## src/rtl/uart_reg_pkg.sv

```systemverilog
// rtl/uart_reg_pkg.sv - shared constants and state encodings for the debug UART register receiver
package uart_reg_pkg;

    localparam logic [7:0] FRAME_HDR       = 8'hA5;
    localparam int         PAYLOAD_LEN     = 6;
    localparam int         LED_HOLD_CYCLES = 4000000;

    localparam logic [1:0] BYTE_IDLE  = 2'd0;
    localparam logic [1:0] BYTE_START = 2'd1;
    localparam logic [1:0] BYTE_DATA  = 2'd2;
    localparam logic [1:0] BYTE_STOP  = 2'd3;

    localparam logic [1:0] FRM_HDR = 2'd0;
    localparam logic [1:0] FRM_PAY = 2'd1;
    localparam logic [1:0] FRM_CHK = 2'd2;

endpackage

```

## src/rtl/uart_rx_byte.sv

```systemverilog
// rtl/uart_rx_byte.sv - 8N1 byte receiver: input synchroniser, baud counter and byte FSM
module uart_rx_byte
    import uart_reg_pkg::*;
#(
    parameter int DIV = 347
) (
    input  logic       i_clk,
    input  logic       i_res_n,
    input  logic       i_rx_en,
    input  logic       i_uart_rx,
    output logic [7:0] o_byte,
    output logic       o_byte_stb,
    output logic       o_ferr_stb
);

    localparam int             HALF   = DIV / 2;
    localparam int             CW     = $clog2(DIV + 1);
    localparam logic [CW-1:0]  HALF_M1 = CW'(HALF - 1);
    localparam logic [CW-1:0]  DIV_M1  = CW'(DIV - 1);

    logic          sync1_q, sync2_q, prev_q;
    logic          fall;
    logic [1:0]    state_q, state_d;
    logic [CW-1:0] cnt_q, cnt_d;
    logic [2:0]    bit_q, bit_d;
    logic [7:0]    shift_q, shift_d;
    logic          stb_q, stb_d;
    logic          ferr_q, ferr_d;

    // a falling edge is a 1 -> 0 step of the synchronised line, so a line stuck low never restarts a byte
    assign fall = prev_q & ~sync2_q;

    // two-flop synchroniser plus an edge-history flop, all idling high
    always_ff @(posedge i_clk) begin
        if (!i_res_n) begin
            sync1_q <= 1'b1;
            sync2_q <= 1'b1;
            prev_q  <= 1'b1;
        end else begin
            sync1_q <= i_uart_rx;
            sync2_q <= sync1_q;
            prev_q  <= sync2_q;
        end
    end

    // byte FSM: start bit checked at half a bit, data and stop sampled one bit period apart
    always_comb begin
        state_d = state_q;
        cnt_d   = cnt_q;
        bit_d   = bit_q;
        shift_d = shift_q;
        stb_d   = 1'b0;
        ferr_d  = 1'b0;
        if (!i_rx_en) begin
            state_d = BYTE_IDLE;
            cnt_d   = '0;
            bit_d   = '0;
        end else begin
            case (state_q)
                BYTE_IDLE: begin
                    cnt_d = '0;
                    if (fall) state_d = BYTE_START;
                end
                BYTE_START: begin
                    if (cnt_q == HALF_M1) begin
                        cnt_d   = '0;
                        bit_d   = '0;
                        state_d = sync2_q ? BYTE_IDLE : BYTE_DATA;
                    end else begin
                        cnt_d = cnt_q + CW'(1);
                    end
                end
                BYTE_DATA: begin
                    if (cnt_q == DIV_M1) begin
                        cnt_d   = '0;
                        shift_d = {sync2_q, shift_q[7:1]};
                        bit_d   = bit_q + 3'd1;
                        if (bit_q == 3'd7) state_d = BYTE_STOP;
                    end else begin
                        cnt_d = cnt_q + CW'(1);
                    end
                end
                BYTE_STOP: begin
                    if (cnt_q == DIV_M1) begin
                        cnt_d   = '0;
                        state_d = BYTE_IDLE;
                        stb_d   = sync2_q;
                        ferr_d  = ~sync2_q;
                    end else begin
                        cnt_d = cnt_q + CW'(1);
                    end
                end
                default: state_d = BYTE_IDLE;
            endcase
        end
    end

    // byte FSM state and the registered strobes
    always_ff @(posedge i_clk) begin
        if (!i_res_n) begin
            state_q <= BYTE_IDLE;
            cnt_q   <= '0;
            bit_q   <= '0;
            shift_q <= '0;
            stb_q   <= 1'b0;
            ferr_q  <= 1'b0;
        end else begin
            state_q <= state_d;
            cnt_q   <= cnt_d;
            bit_q   <= bit_d;
            shift_q <= shift_d;
            stb_q   <= stb_d;
            ferr_q  <= ferr_d;
        end
    end

    assign o_byte     = shift_q;
    assign o_byte_stb = stb_q;
    assign o_ferr_stb = ferr_q;

endmodule

```

## src/rtl/uart_reg_rx.sv

```systemverilog
// rtl/uart_reg_rx.sv - debug UART frame decoder into six byte registers; checksum byte enabled by UART_REG_RX_CHECKSUM_EN
module uart_reg_rx
    import uart_reg_pkg::*;
#(
    parameter int CLK_FREQ      = 40000000,
    parameter int BAUD          = 115200,
    parameter int TIMEOUT_BYTES = 2,
    parameter int LED_HOLD      = LED_HOLD_CYCLES
) (
    input  logic        i_clk,
    input  logic        i_res_n,
    input  logic        i_rx_en,
    input  logic        i_uart_rx,
    output logic [7:0]  o_reg_1,
    output logic [7:0]  o_reg_2,
    output logic [7:0]  o_reg_3,
    output logic [7:0]  o_reg_4,
    output logic [7:0]  o_reg_5,
    output logic [7:0]  o_reg_6,
    output logic        o_frame_valid,
    output logic [15:0] o_err_cnt,
    output logic        o_rx_led
);

    localparam int          DIV    = CLK_FREQ / BAUD;
    localparam int          TO_LIM = TIMEOUT_BYTES * 10 * DIV;
    localparam int          TW     = $clog2(TO_LIM + 1);
    localparam int          LW     = $clog2(LED_HOLD + 1);
    localparam logic [2:0]  LAST   = 3'(PAYLOAD_LEN - 1);

    logic [7:0]    rx_byte;
    logic          byte_stb, ferr_stb;
    logic [1:0]    frm_q, frm_d;
    logic [2:0]    idx_q, idx_d;
    logic [7:0]    shadow_q [PAYLOAD_LEN];
    logic [7:0]    shadow_d [PAYLOAD_LEN];
    logic [7:0]    regs_q   [PAYLOAD_LEN];
    logic [TW-1:0] gap_q, gap_d;
    logic          timeout, commit, err_evt;
    logic          fv_q;
    logic [15:0]   err_q;
    logic [LW-1:0] led_q;
`ifdef UART_REG_RX_CHECKSUM_EN
    logic [7:0]    csum_q, csum_d;
    logic          cks_err;
`endif

    uart_rx_byte #(.DIV(DIV)) u_byte (
        .i_clk      (i_clk),
        .i_res_n    (i_res_n),
        .i_rx_en    (i_rx_en),
        .i_uart_rx  (i_uart_rx),
        .o_byte     (rx_byte),
        .o_byte_stb (byte_stb),
        .o_ferr_stb (ferr_stb)
    );

    // frame FSM with inter-byte gap watchdog; aborts never touch the output registers
    always_comb begin
        frm_d    = frm_q;
        idx_d    = idx_q;
        shadow_d = shadow_q;
        commit   = 1'b0;
`ifdef UART_REG_RX_CHECKSUM_EN
        csum_d   = csum_q;
        cks_err  = 1'b0;
`endif
        if (frm_q == FRM_HDR || byte_stb) gap_d = '0;
        else if (gap_q != TW'(TO_LIM))     gap_d = gap_q + TW'(1);
        else                               gap_d = gap_q;
        timeout = i_rx_en && (frm_q != FRM_HDR) && !byte_stb && (gap_q == TW'(TO_LIM));

        if (!i_rx_en || ferr_stb || timeout) begin
            frm_d = FRM_HDR;
            idx_d = '0;
        end else if (byte_stb) begin
            case (frm_q)
                FRM_HDR: begin
                    if (rx_byte == FRAME_HDR) begin
                        frm_d = FRM_PAY;
                        idx_d = '0;
`ifdef UART_REG_RX_CHECKSUM_EN
                        csum_d = FRAME_HDR;
`endif
                    end
                end
                FRM_PAY: begin
                    shadow_d[idx_q] = rx_byte;
`ifdef UART_REG_RX_CHECKSUM_EN
                    csum_d = csum_q ^ rx_byte;
`endif
                    if (idx_q == LAST) begin
                        idx_d = '0;
`ifdef UART_REG_RX_CHECKSUM_EN
                        frm_d = FRM_CHK;
`else
                        frm_d  = FRM_HDR;
                        commit = 1'b1;
`endif
                    end else begin
                        idx_d = idx_q + 3'd1;
                    end
                end
`ifdef UART_REG_RX_CHECKSUM_EN
                FRM_CHK: begin
                    frm_d   = FRM_HDR;
                    commit  = (rx_byte == csum_q);
                    cks_err = (rx_byte != csum_q);
                end
`endif
                default: frm_d = FRM_HDR;
            endcase
        end

        // a framing error and a timeout in the same cycle are one error event
`ifdef UART_REG_RX_CHECKSUM_EN
        err_evt = ferr_stb | timeout | cks_err;
`else
        err_evt = ferr_stb | timeout;
`endif
    end

    // frame FSM state, payload index, gap counter and shadow buffer
    always_ff @(posedge i_clk) begin
        if (!i_res_n) begin
            frm_q <= FRM_HDR;
            idx_q <= '0;
            gap_q <= '0;
            for (int i = 0; i < PAYLOAD_LEN; i++) shadow_q[i] <= '0;
`ifdef UART_REG_RX_CHECKSUM_EN
            csum_q <= '0;
`endif
        end else begin
            frm_q    <= frm_d;
            idx_q    <= idx_d;
            gap_q    <= gap_d;
            shadow_q <= shadow_d;
`ifdef UART_REG_RX_CHECKSUM_EN
            csum_q <= csum_d;
`endif
        end
    end

    // output registers and valid pulse update together on a committed frame
    always_ff @(posedge i_clk) begin
        if (!i_res_n) begin
            for (int i = 0; i < PAYLOAD_LEN; i++) regs_q[i] <= '0;
            fv_q <= 1'b0;
        end else begin
            fv_q <= commit;
            if (commit) regs_q <= shadow_d;
        end
    end

    // saturating error counter
    always_ff @(posedge i_clk) begin
        if (!i_res_n)                         err_q <= '0;
        else if (err_evt && err_q != 16'hFFFF) err_q <= err_q + 16'd1;
    end

    // retriggerable activity LED stretcher
    always_ff @(posedge i_clk) begin
        if (!i_res_n)          led_q <= '0;
        else if (commit)       led_q <= LW'(LED_HOLD);
        else if (led_q != '0)  led_q <= led_q - LW'(1);
    end

    assign o_reg_1       = regs_q[0];
    assign o_reg_2       = regs_q[1];
    assign o_reg_3       = regs_q[2];
    assign o_reg_4       = regs_q[3];
    assign o_reg_5       = regs_q[4];
    assign o_reg_6       = regs_q[5];
    assign o_frame_valid = fv_q;
    assign o_err_cnt     = err_q;
    assign o_rx_led      = (led_q != '0);

endmodule

```

## config.mk

```make
export PLATFORM = sky130hd
export DESIGN_NAME = uart_reg_rx
export DESIGN_NICKNAME = d
export VERILOG_FILES = /design/src/rtl/uart_reg_pkg.sv /design/src/rtl/uart_rx_byte.sv /design/src/rtl/uart_reg_rx.sv
export SDC_FILE = /design/constraint.sdc
export NUM_CORES = 1
export LEC_CHECK = 0
export ABC_AREA = 1
export BUFFER_PORTS_ARGS = -buffer_cell sky130_fd_sc_hd__buf_4
export CAP_MARGIN = 20
export CELL_PAD_IN_SITES_DETAIL_PLACEMENT = 1
export CELL_PAD_IN_SITES_GLOBAL_PLACEMENT = 2
export CORE_MARGIN = 8
export CORE_UTILIZATION = 30
export DETAILED_ROUTE_END_ITERATION = 6
export HOLD_SLACK_MARGIN = 0.15
export PLACE_DENSITY_LB_ADDON = 0.12
export SYNTH_ARGS = -nofsm -noshare
export SYNTH_HDL_FRONTEND = slang
export SYNTH_SLANG_ARGS = --single-unit
```

## constraint.sdc

```tcl
create_clock -name i_clk -period 1.5 [get_ports i_clk]
set_input_delay 0.075 -clock i_clk [delete_from_list [all_inputs] [get_ports i_clk]]
set_output_delay 0.075 -clock i_clk [all_outputs]
set_load 0.05 [all_outputs]
```

======== Word-level counts from Yosys, hierarchy flattened ========
Index checks and enable logic that the tools add are counted.
storage, ports and cells
  output and inout port bits .............. 66
  input port bits ......................... 4
  flip-flop bits (word level) ............. 180
  logic and storage cells ................. 119
cells by class
  reductions and logical operators ........ 28
  order comparisons ....................... 2
  equal/unequal tests ..................... 19
  multiplexer cells ....................... 31
  add/sub/neg operators ................... 6
  bitwise logic cells ..................... 5
operators with widths
  operator                                               number
  two-way mux 48 bit                                     3
  bitwise mux 48 bit                                     1
  two-way mux 22 bit                                     2
  case mux 9 bit (3 select lines)                        1
  demux 8 bit (select 3 bit)                             1
  nonzero test 22 bit                                    1
  subtractor 22 x 1 -> 22 bit, second input constant     1
  two-way mux 9 bit                                      2
  adder 16 x 1 -> 16 bit, second input constant          1
  two-way mux 2 bit                                      8
  inequality test 16 bit, second input constant          1
  adder 13 x 1 -> 13 bit, second input constant          1
  equality test 13 bit, second input constant            1
  inequality test 13 bit, second input constant          1
  two-way mux 3 bit                                      4
  inequality test 2 x 1 -> 1 bit, second input constant  6
  case mux 3 bit (2 select lines)                        2
  AND reduction 3 bit                                    4
  adder 9 x 1 -> 9 bit, second input constant            1
  equality test 9 x 8 -> 1 bit, second input constant    1
  equality test 9 bit, second input constant             1
  equality test 8 bit, second input constant             1
  two-way mux 8 bit                                      1
  case mux 2 bit (4 select lines)                        1
  22 further kinds                                       44

======== Logic depth before layout (Yosys ltp) ========
Gate-level depths: netlist of the first run.
  depth after elaboration ................. 9
  gate-level depth with buffers ........... 12
  depth with buffers taken out ............ 11

======== Hierarchy ========
A second synthesis of the first run with hierarchy kept.
second synthesis, totals
  cell total of the unflattened synthesis .. 1143
  area, all modules ....................... 7945.1 um^2
by module, submodules not included
  module        times used  sequential area each (um^2)  cells an instance  area each (um^2)
  uart_reg_rx   1           2882.8                       966                6685.2
  uart_rx_byte  1           540.5                        177                1260.0

======== Worst setup path before layout of the first run ========
Ideal clock, no wire load.
  kind .................................... flip-flop to flip-flop
  from .................................... register err_q[4], in the netlist o_err_cnt[4]
  to ...................................... register err_q[5], in the netlist o_err_cnt[5]
  cell stages (with the launch flop) ...... 10
  required time ........................... 1.430 ns
  setup slack ............................. -0.384 ns
  path buffers ............................ 1
  data arrival time ....................... 1.814 ns
  clock period less this slack ............ 1.884 ns
  setup time .............................. 0.070 ns
  cell sequence ........................... dfxtp_1 > nand2_1 > nor2_1 > nand3_1 > nor2_2 > nand3_2 > nand2_2 > buf_6 > nand2_1 > a21oi_1
on the way
  longest elaborated chain between the ends .. 2
  elaborated cells on any way between the ends .. 3
  those cells by class .................... add/sub: 1; eq/ne: 1; reduce/logical: 1
RTL lines
  what                                                            line                RTL
  start, declared                                                 uart_reg_rx.sv:41   logic [15:0] err_q;
  start signal, assigned                                          uart_reg_rx.sv:158  else if (err_evt && err_q != 16'hFFFF) err_q <= err_q + 16'd1;
  branches (longest 2 deep; another with adder 16 x 1 -> 16 bit)  -
Several ways; the timed one is not identified.
A chain may end at the register's enable or synchronous reset.

======== Final worst setup path of the first run ========
  from .................................... register gap_q[0]
  to ...................................... register regs_q, in the netlist o_reg_2[1]
on the way
  longest elaborated chain between the ends .. 4
  elaborated cells on any way between the ends .. 5
  those cells by class .................... eq/ne: 1; mux: 2; reduce/logical: 2
RTL lines
  what                                                     line                RTL
  start, declared                                          uart_reg_rx.sv:38   logic [TW-1:0] gap_q, gap_d;
  start signal, assigned                                   uart_reg_rx.sv:136  gap_q <= gap_d;
  equality test 13 bit (*)                                 uart_reg_rx.sv:71   timeout = i_rx_en && (frm_q != FRM_HDR) && !byte_stb && (gap_q == TW'(TO_LIM));
  logical AND 1 bit (*)                                    uart_reg_rx.sv:71
  logical OR 1 bit (*)                                     uart_reg_rx.sv:73   if (!i_rx_en || ferr_stb || timeout) begin
  two-way mux 48 bit or two-way mux 1 bit (tied branches)  uart_reg_rx.sv:73
  end signal, assigned                                     uart_reg_rx.sv:151  if (commit) regs_q <= shadow_d;
  end, declared                                            uart_reg_rx.sv:37   logic [7:0] regs_q [PAYLOAD_LEN];
Every way passes the cells marked *; elsewhere a longest branch is shown, timed or not.

==> results of run 1 <==
## synth_stat cells (3+ instances only)
master and number:
dfxtp_1 171, a21oi_1 55, buf_6 8, buf_2 12
nand3_1 98, nand4_1 54, clkbuf_1 13, inv_2 3
nand2_1 329, inv_1 117, nor3_2 4, xor2_1 15
nor2_2 5, nand3b_1 3, nor3_1 16, o21ai_0 23
nand2_2 4, or2_2 6, ha_1 14, nand3_2 3
nor2_1 128, xnor2_1 12
## power groups by stage
stage	registers [mW]	logic [mW]	clock network (mW)
final	5.10	5.03	4.47
after global routing	5.14	5.51	4.78
after CTS	5.05	4.33	4.60
after detailed placement	5.12	3.49	0
after global placement	5.12	3.44	0
after floorplan	5.07	2.30	0
## flip-flops by register name, summed over array words and instances, names as in the netlist, 3 cells and up, named ones only
signal         cells
o_err_cnt         16
o_reg_5            8
led_q             22
gap_q             13
idx_q              3
o_reg_3            8
o_reg_4            8
o_reg_1            8
o_reg_2            8
o_reg_6            8
u_byte.cnt_q       9
shadow_q          40
u_byte.o_byte      8
u_byte.bit_q       3
## stage by stage
| stage | setup slack (ns) | util (%) | instance area [sq um] |
|---|---|---|---|
| 2_1_floorplan | 0.0003404 | - | 7965 |
| 3_5_place_dp | -0.1604 | 37.37 | 9654 |
| 6_report | -0.2179 | 48.31 | 12480 |
| 5_1_grt | -0.3150 | 48.31 | 12480 |
| 4_1_cts | -0.2373 | 45.53 | 11760 |
| 3_3_place_gp | -0.1304 | 37.37 | 9654 |
## layer usage
metal	share of wire (%)	vias to the layer above	wire (um)
met4	1.3	0	354
met5	0	-	0
met3	2.6	26	739
met1	47	3913	13280
met2	49	90	13750
li1	-	4006	-
## worst max-delay path: stages (launching register included)
cell,delay (ns)
dfxtp_4,0.35
inv_4,0.06
ha_4,0.14
nand2_4,0.05
nor2_4,0.13
nand3_4,0.11
buf_12,0.15
nand3_4,0.12
nand2_4,0.10
inv_8,0.09
buf_12,0.13
buf_16,0.14
nand2_4,0.04
nand2_2,0.05
## cells by family (layout without fill, tap and decap cells)
kind of cell / count (synthesis) / after routing / synth area share, %
AND/OR/NAND/NOR: 660 / 661 / 37.31
flip-flops: 171 / 171 / 43.71
buffers and inverters: 157 / 394 / 8.532
AO/OA/AOI/OAI: 80 / 80 / 5.193
XOR/XNOR: 27 / 27 / 3.020
adder cells (fa/ha/maj): 14 / 14 / 2.237
## worst paths after layout
kind         depth (start not counted)            from               end
min reg2reg                          1  u_byte.sync1_q    u_byte.sync2_q
max                                 13        gap_q[0]        o_reg_2[1]
min                                  5         i_rx_en  u_byte.o_byte[2]
max reg2reg                         13        gap_q[0]        o_reg_2[1]
## cell type report
cell class	count	area (sq um)	share of cell area, %
tap	335	419.2	3.358
clock inverter	14	143.9	1.153
clock buffer	18	439.2	3.519
inverter	121	483.0	3.870
timing repair buffer	241	2436	19.52
multi-input combinational	782	5060	40.54
sequential	171	3500	28.04
## timing repair
action                                 in CTS  in global routing
buffers inserted                           25                 13
pin swaps                                 111                 73
endpoints found under the hold margin      12                  0
cloned                                     18                  2
gates resized for setup                   238                177
hold buffers                                4                  0
setup endpoints to repair                 159                163
==> results.sh, run 1 <==
export IMPL_outcome="complete, but fails checks"
export IMPL_violations="setup timing"
export IMPL_p_per_area_mw_per_mm2=1170
export IMPL_h_tree_depth=4
export IMPL_io_pins=70
export IMPL_fmax_mhz=582.1
export IMPL_min_path_type="in2reg"
export IMPL_vias_per_cell=4.777
export IMPL_numPortBuffers=69
export IMPL_coreArea_sq_mm=0.02584
export IMPL_finalHoldViolations=0
export IMPL_met1_usage_pct=23.16
export IMPL_clkLatencyLatePin_ns=0.44
export IMPL_max_slew_margin_rel_pct=60.43
export IMPL_tns_ns=-15.69
export IMPL_period_share_pct=114.5
export IMPL_p_leak_nw=5.193
export IMPL_wl_per_cell_um=16.72
export IMPL_grt_total_usage_pct=17.85
export IMPL_ctsRootBufferMaster="clkbuf_16"
export IMPL_met2_usage_pct=30.68
export IMPL_switchingPower_mw=5.319
export IMPL_skew_ns=0.01386
export IMPL_yosysSeqAreaShare_pct=43.71
export IMPL_place_hpwl_um=17550
export IMPL_syn_num_nets=1127
export IMPL_ys_types=34
export IMPL_synth_enable_flop_cells=0
export IMPL_layout_nets=1352
export IMPL_cts_tree="done"
export IMPL_critPathCaptureType="flop"
export IMPL_synth_top_cell_area_share_pct=43.71
export IMPL_dr_pass1_iters=4
export IMPL_drv_cap=0
export IMPL_intPower_mw=9.277
export IMPL_nFillCells=3073
export IMPL_initial_core_util_pct=30.31
export IMPL_synth_area_sq_mm=0.007831
export IMPL_worstMarginPinSlew_ns=0.5936
export IMPL_synth_area_top_cells="dfxtp_1 44%, nand2_1 16%, nand3_1 6.3%, nor2_1 6.1%, inv_1 5.6%"
export IMPL_final_cell_mix="223 x nand2_1, 181 x buf_4, 136 x dfxtp_1, 100 x inv_1, 98 x nor2_1"
export IMPL_postSynth_asyncResetShare_pct=0
export IMPL_cts_made_buffers=17
export IMPL_slew_violations=0
export IMPL_r2r_slack_ns=-0.22
export IMPL_die_h_um=177.6
export IMPL_yosysWarnings=0
export IMPL_cts_path_max_buffers=2
export IMPL_drc=0
export IMPL_clkPwrFrac_pct=30.6
export IMPL_period_needed_ns=1.718
export IMPL_grt_pass1_wl_um=44850
export IMPL_crit_fanout=6
export IMPL_cp_start_kind="flop"
export IMPL_die_w_um=177.6
export IMPL_rsz0062_at_grt="yes"
export IMPL_layout_commonest_cell="nand2_1"
export IMPL_syn_inst=1109
export IMPL_antenna_found_initial=0
export IMPL_critPathKind="reg2reg"
export IMPL_syn_to_final_growth_pct=59.37
export IMPL_hold_slack_ns=0.3549
export IMPL_drive_gt1_share_pct=44.32
export IMPL_fp_dieArea_sq_mm=0.03153
export IMPL_initialDrtViolationCount=364
export IMPL_swShare_pct=36.44
export IMPL_rows=59
export IMPL_gr_total_overflow=0
export IMPL_combPwrFrac_pct=34.4
export IMPL_cts_sinks=171
export IMPL_place_congestion=0.8107
export IMPL_power_sequential_fraction_pct=34.9
export IMPL_power_mw=14.60
export IMPL_synth_top_area_cell="dfxtp_1"
export IMPL_synth_top_flop_cell="dfxtp_1"
export IMPL_cp_required_ns=1.89
export IMPL_wl_um=28130
export IMPL_cp_arrival_ns=2.11
export IMPL_fin_cells=1682
export IMPL_clk_pin_slew_ns=0.08
export IMPL_grt_max_degree=46
export IMPL_dr_total_vias=8035
export IMPL_ys_ff_latch=171
export IMPL_syn_avg_cell_area_sq_um=7.062
export IMPL_grt_busiest_layer="met2"
export IMPL_irDropWorstVdd_v=0.0007692
export IMPL_ant_nets=0
export IMPL_diodes=0
export IMPL_dp_cells=1595
export IMPL_first_global_vias=8482
export IMPL_fin_ws_ns=-0.2179
export IMPL_finalSetupViolCount=131
export IMPL_met3_usage_pct=2.213
(Power assumes the default switching activity.)
==> run 2: changes to the inputs <==
- ABC_AREA: 1 -> default
- CORE_UTILIZATION: 30 -> 33
==> results.sh, run 2 <==
export IMPL_syn_num_nets=761
export IMPL_final_cell_mix="211 x buf_4, 139 x dfxtp_1, 88 x nor2_1, 66 x nand2_1, 37 x o21ai_1"
export IMPL_clk_pin_slew_ns=0.07
export IMPL_coreArea_sq_mm=0.02076
export IMPL_violations="setup timing"
export IMPL_irDropWorstVdd_v=0.0007501
export IMPL_fin_ws_ns=-0.6280
export IMPL_skew_ns=0.01429
export IMPL_placed_area_sq_mm=0.008982
export IMPL_grt_total_usage_pct=16.09
export IMPL_io_pins=70
export IMPL_die_h_um=160.5
export IMPL_dr_pass1_iters=4
export IMPL_cts_path_max_buffers=2
export IMPL_setup_worst_path_start="led_q[14]"
export IMPL_syn_avg_cell_area_sq_um=9.272
export IMPL_ys_ff_latch=171
export IMPL_nFillCells=2240
export IMPL_min_path_type="in2reg"
export IMPL_largest_reg_flops=40
export IMPL_cp_start_kind="flop"
export IMPL_highest_layer="met4"
export IMPL_postSynth_asyncResetShare_pct=0
export IMPL_drive_gt1_share_pct=45.79
export IMPL_fin_util_pct=52.26
export IMPL_max_slew_margin_rel_pct=64.76
export IMPL_die_w_um=160.5
export IMPL_diodes=0
export IMPL_synth_area_top_cells="dfxtp_1 50%, mux2i_1 8.0%, nor2_1 5.4%, nand2_1 4.0%, o21ai_0 3.6%"
export IMPL_wl_per_cell_um=16.77
export IMPL_place_hpwl_um=14130
export IMPL_p_per_area_mw_per_mm2=1297
export IMPL_ys_types=59
export IMPL_ctsRootBufferMaster="clkbuf_16"
export IMPL_tns_ns=-19.89
export IMPL_synth_area_sq_mm=0.006889
export IMPL_fin_area_sq_mm=0.01085
export IMPL_grt_pass1_wl_um=34140
export IMPL_endpoint="o_rx_led"
export IMPL_fp_dieArea_sq_mm=0.02576
export IMPL_power_mw=14.07
export IMPL_cp_required_ns=1.42
export IMPL_dr_total_vias=6166
export IMPL_reg2reg_depth=8
export IMPL_grt_max_degree=66
export IMPL_ant_nets=0
export IMPL_rsz0062_at_grt="yes"
export IMPL_outcome="complete, but fails checks"
export IMPL_yosysSeqAreaShare_pct=49.69
export IMPL_place_congestion=0.7795
export IMPL_vias_per_cell=4.894
export IMPL_met2_length_um=10960
export IMPL_fin_cells=1260
export IMPL_rows=53
export IMPL_period_share_pct=141.9
export IMPL_synth_top_cell_area_share_pct=49.69
export IMPL_layout_nets=990
export IMPL_finalSetupViolCount=96
export IMPL_synthMostInstantiatedCell="dfxtp_1"
export IMPL_met3WireLength_um=645
export IMPL_synth_enable_flop_cells=0
export IMPL_cts_made_buffers=17
export IMPL_h_tree_depth=4
export IMPL_m1WireLength_um=9238
export IMPL_synth_commonest_cells="171 x dfxtp_1, 99 x nor2_1, 73 x nand2_1"
export IMPL_wl_um=21130
export IMPL_first_global_vias=6704
export IMPL_synth_top_area_cell="dfxtp_1"
export IMPL_hold_slack_ns=0.3361
export IMPL_synth_top_flop_cell="dfxtp_1"
export IMPL_antenna_found_initial=0
export IMPL_yosysWarnings=0
export IMPL_initial_core_util_pct=33.19
export IMPL_cts_tree="done"
export IMPL_initialDrtViolationCount=166
export IMPL_worstMarginPinSlew_ns=0.5237
export IMPL_cp_arrival_ns=2.05
export IMPL_syn_inst=743
export IMPL_slew_violations=0
export IMPL_r2r_slack_ns=-0.48
export IMPL_drv_cap=0
export IMPL_gr_total_overflow=0
export IMPL_clkLatencyLatePin_ns=0.43
export IMPL_layout_commonest_cell="buf_4"
export IMPL_worstReg2RegStart="led_q[14]"
export IMPL_fmax_mhz=469.9
export IMPL_syn_to_final_growth_pct=57.46
export IMPL_preCtsSetupSlack_ns=-0.4979
export IMPL_r2r_end="led_q[8]"
export IMPL_finalHoldViolations=0
export IMPL_critPathKind="reg2out"
export IMPL_crit_fanout=3
export IMPL_drc=0
export IMPL_critPathCaptureType="primary output"
export IMPL_cts_sinks=171
export IMPL_largest_register="shadow_q"
export IMPL_numPortBuffers=69
export IMPL_dp_cells=1189
export IMPL_period_needed_ns=2.128
export IMPL_p_leak_nw=4.150
## run 2: cell type report
cell class / count / area [sq um] / area share (%)
Multi-Input combinational cell: 514 / 4129 / 38.06
Sequential cell: 171 / 3498 / 32.25
Timing Repair Buffer: 253 / 2205 / 20.32
Tap cell: 275 / 344.1 / 3.172
Inverter: 15 / 68.82 / 0.6344
Clock inverter: 15 / 177.7 / 1.638
Clock buffer: 17 / 425.4 / 3.922
## run 2: logic make-up after synthesis
| logic type | after synthesis | synth area share [%] |
|---|---|---|
| and+or+nand+nor | 295 | 21.59 |
| AOI/OAI and AO/OA | 110 | 9.517 |
| xor gates and xnor gates | 39 | 4.958 |
| muxes | 55 | 7.991 |
| buffers and inverters | 59 | 3.705 |
| DFF | 171 | 49.69 |
| adders and majority gates | 14 | 2.543 |
## run 2: repair_timing
| action | in CTS | in global routing |
|---|---|---|
| pin swaps | 54 | 48 |
| hold endpoints to repair | 7 | 0 |
| gates resized for setup | 141 | 103 |
| cloned | 3 | 0 |
| buffers inserted | 27 | 10 |
| setup endpoints to repair | 147 | 147 |
| hold buffers | 4 | 0 |
## run 2: power by group
group / total (mW) / internal (mW) / switching (mW)
Combinational: 4.57 / 2.46 / 2.12
Clock: 4.48 / 2.39 / 2.09
Sequential: 5.02 / 4.81 / 0.207
## run 2: how the worst min path moves through the flow
stage | from | endpoint | slack, ns | cells past startpoint
2_1_floorplan | i_uart_rx | u_byte.sync1_q | 0.18 | 1
3_3_place_gp | i_uart_rx | u_byte.sync1_q | 0.27 | 2
3_5_place_dp | i_uart_rx | u_byte.sync1_q | 0.27 | 2
4_1_cts | i_rx_en | idx_q[2] | 0.32 | 5
5_1_grt | i_rx_en | frm_q[0] | 0.36 | 5
6_report | i_rx_en | idx_q[2] | 0.34 | 5
## run 2: routing by layer
metal,vias to the layer above,track usage [%]
li1,3028,-
met1,3038,19.15
met2,77,28.65
met3,23,2.918
met4,0,5.225
met5,-,0
## run 2: critical path, stage by stage, from the launching register on
cell	delay [ns]
dfxtp_2	0.32
or4_4	0.57
nor4_4	0.31
buf_6	0.15
buf_12	0.10
nand2_8	0.04
buf_8	0.14
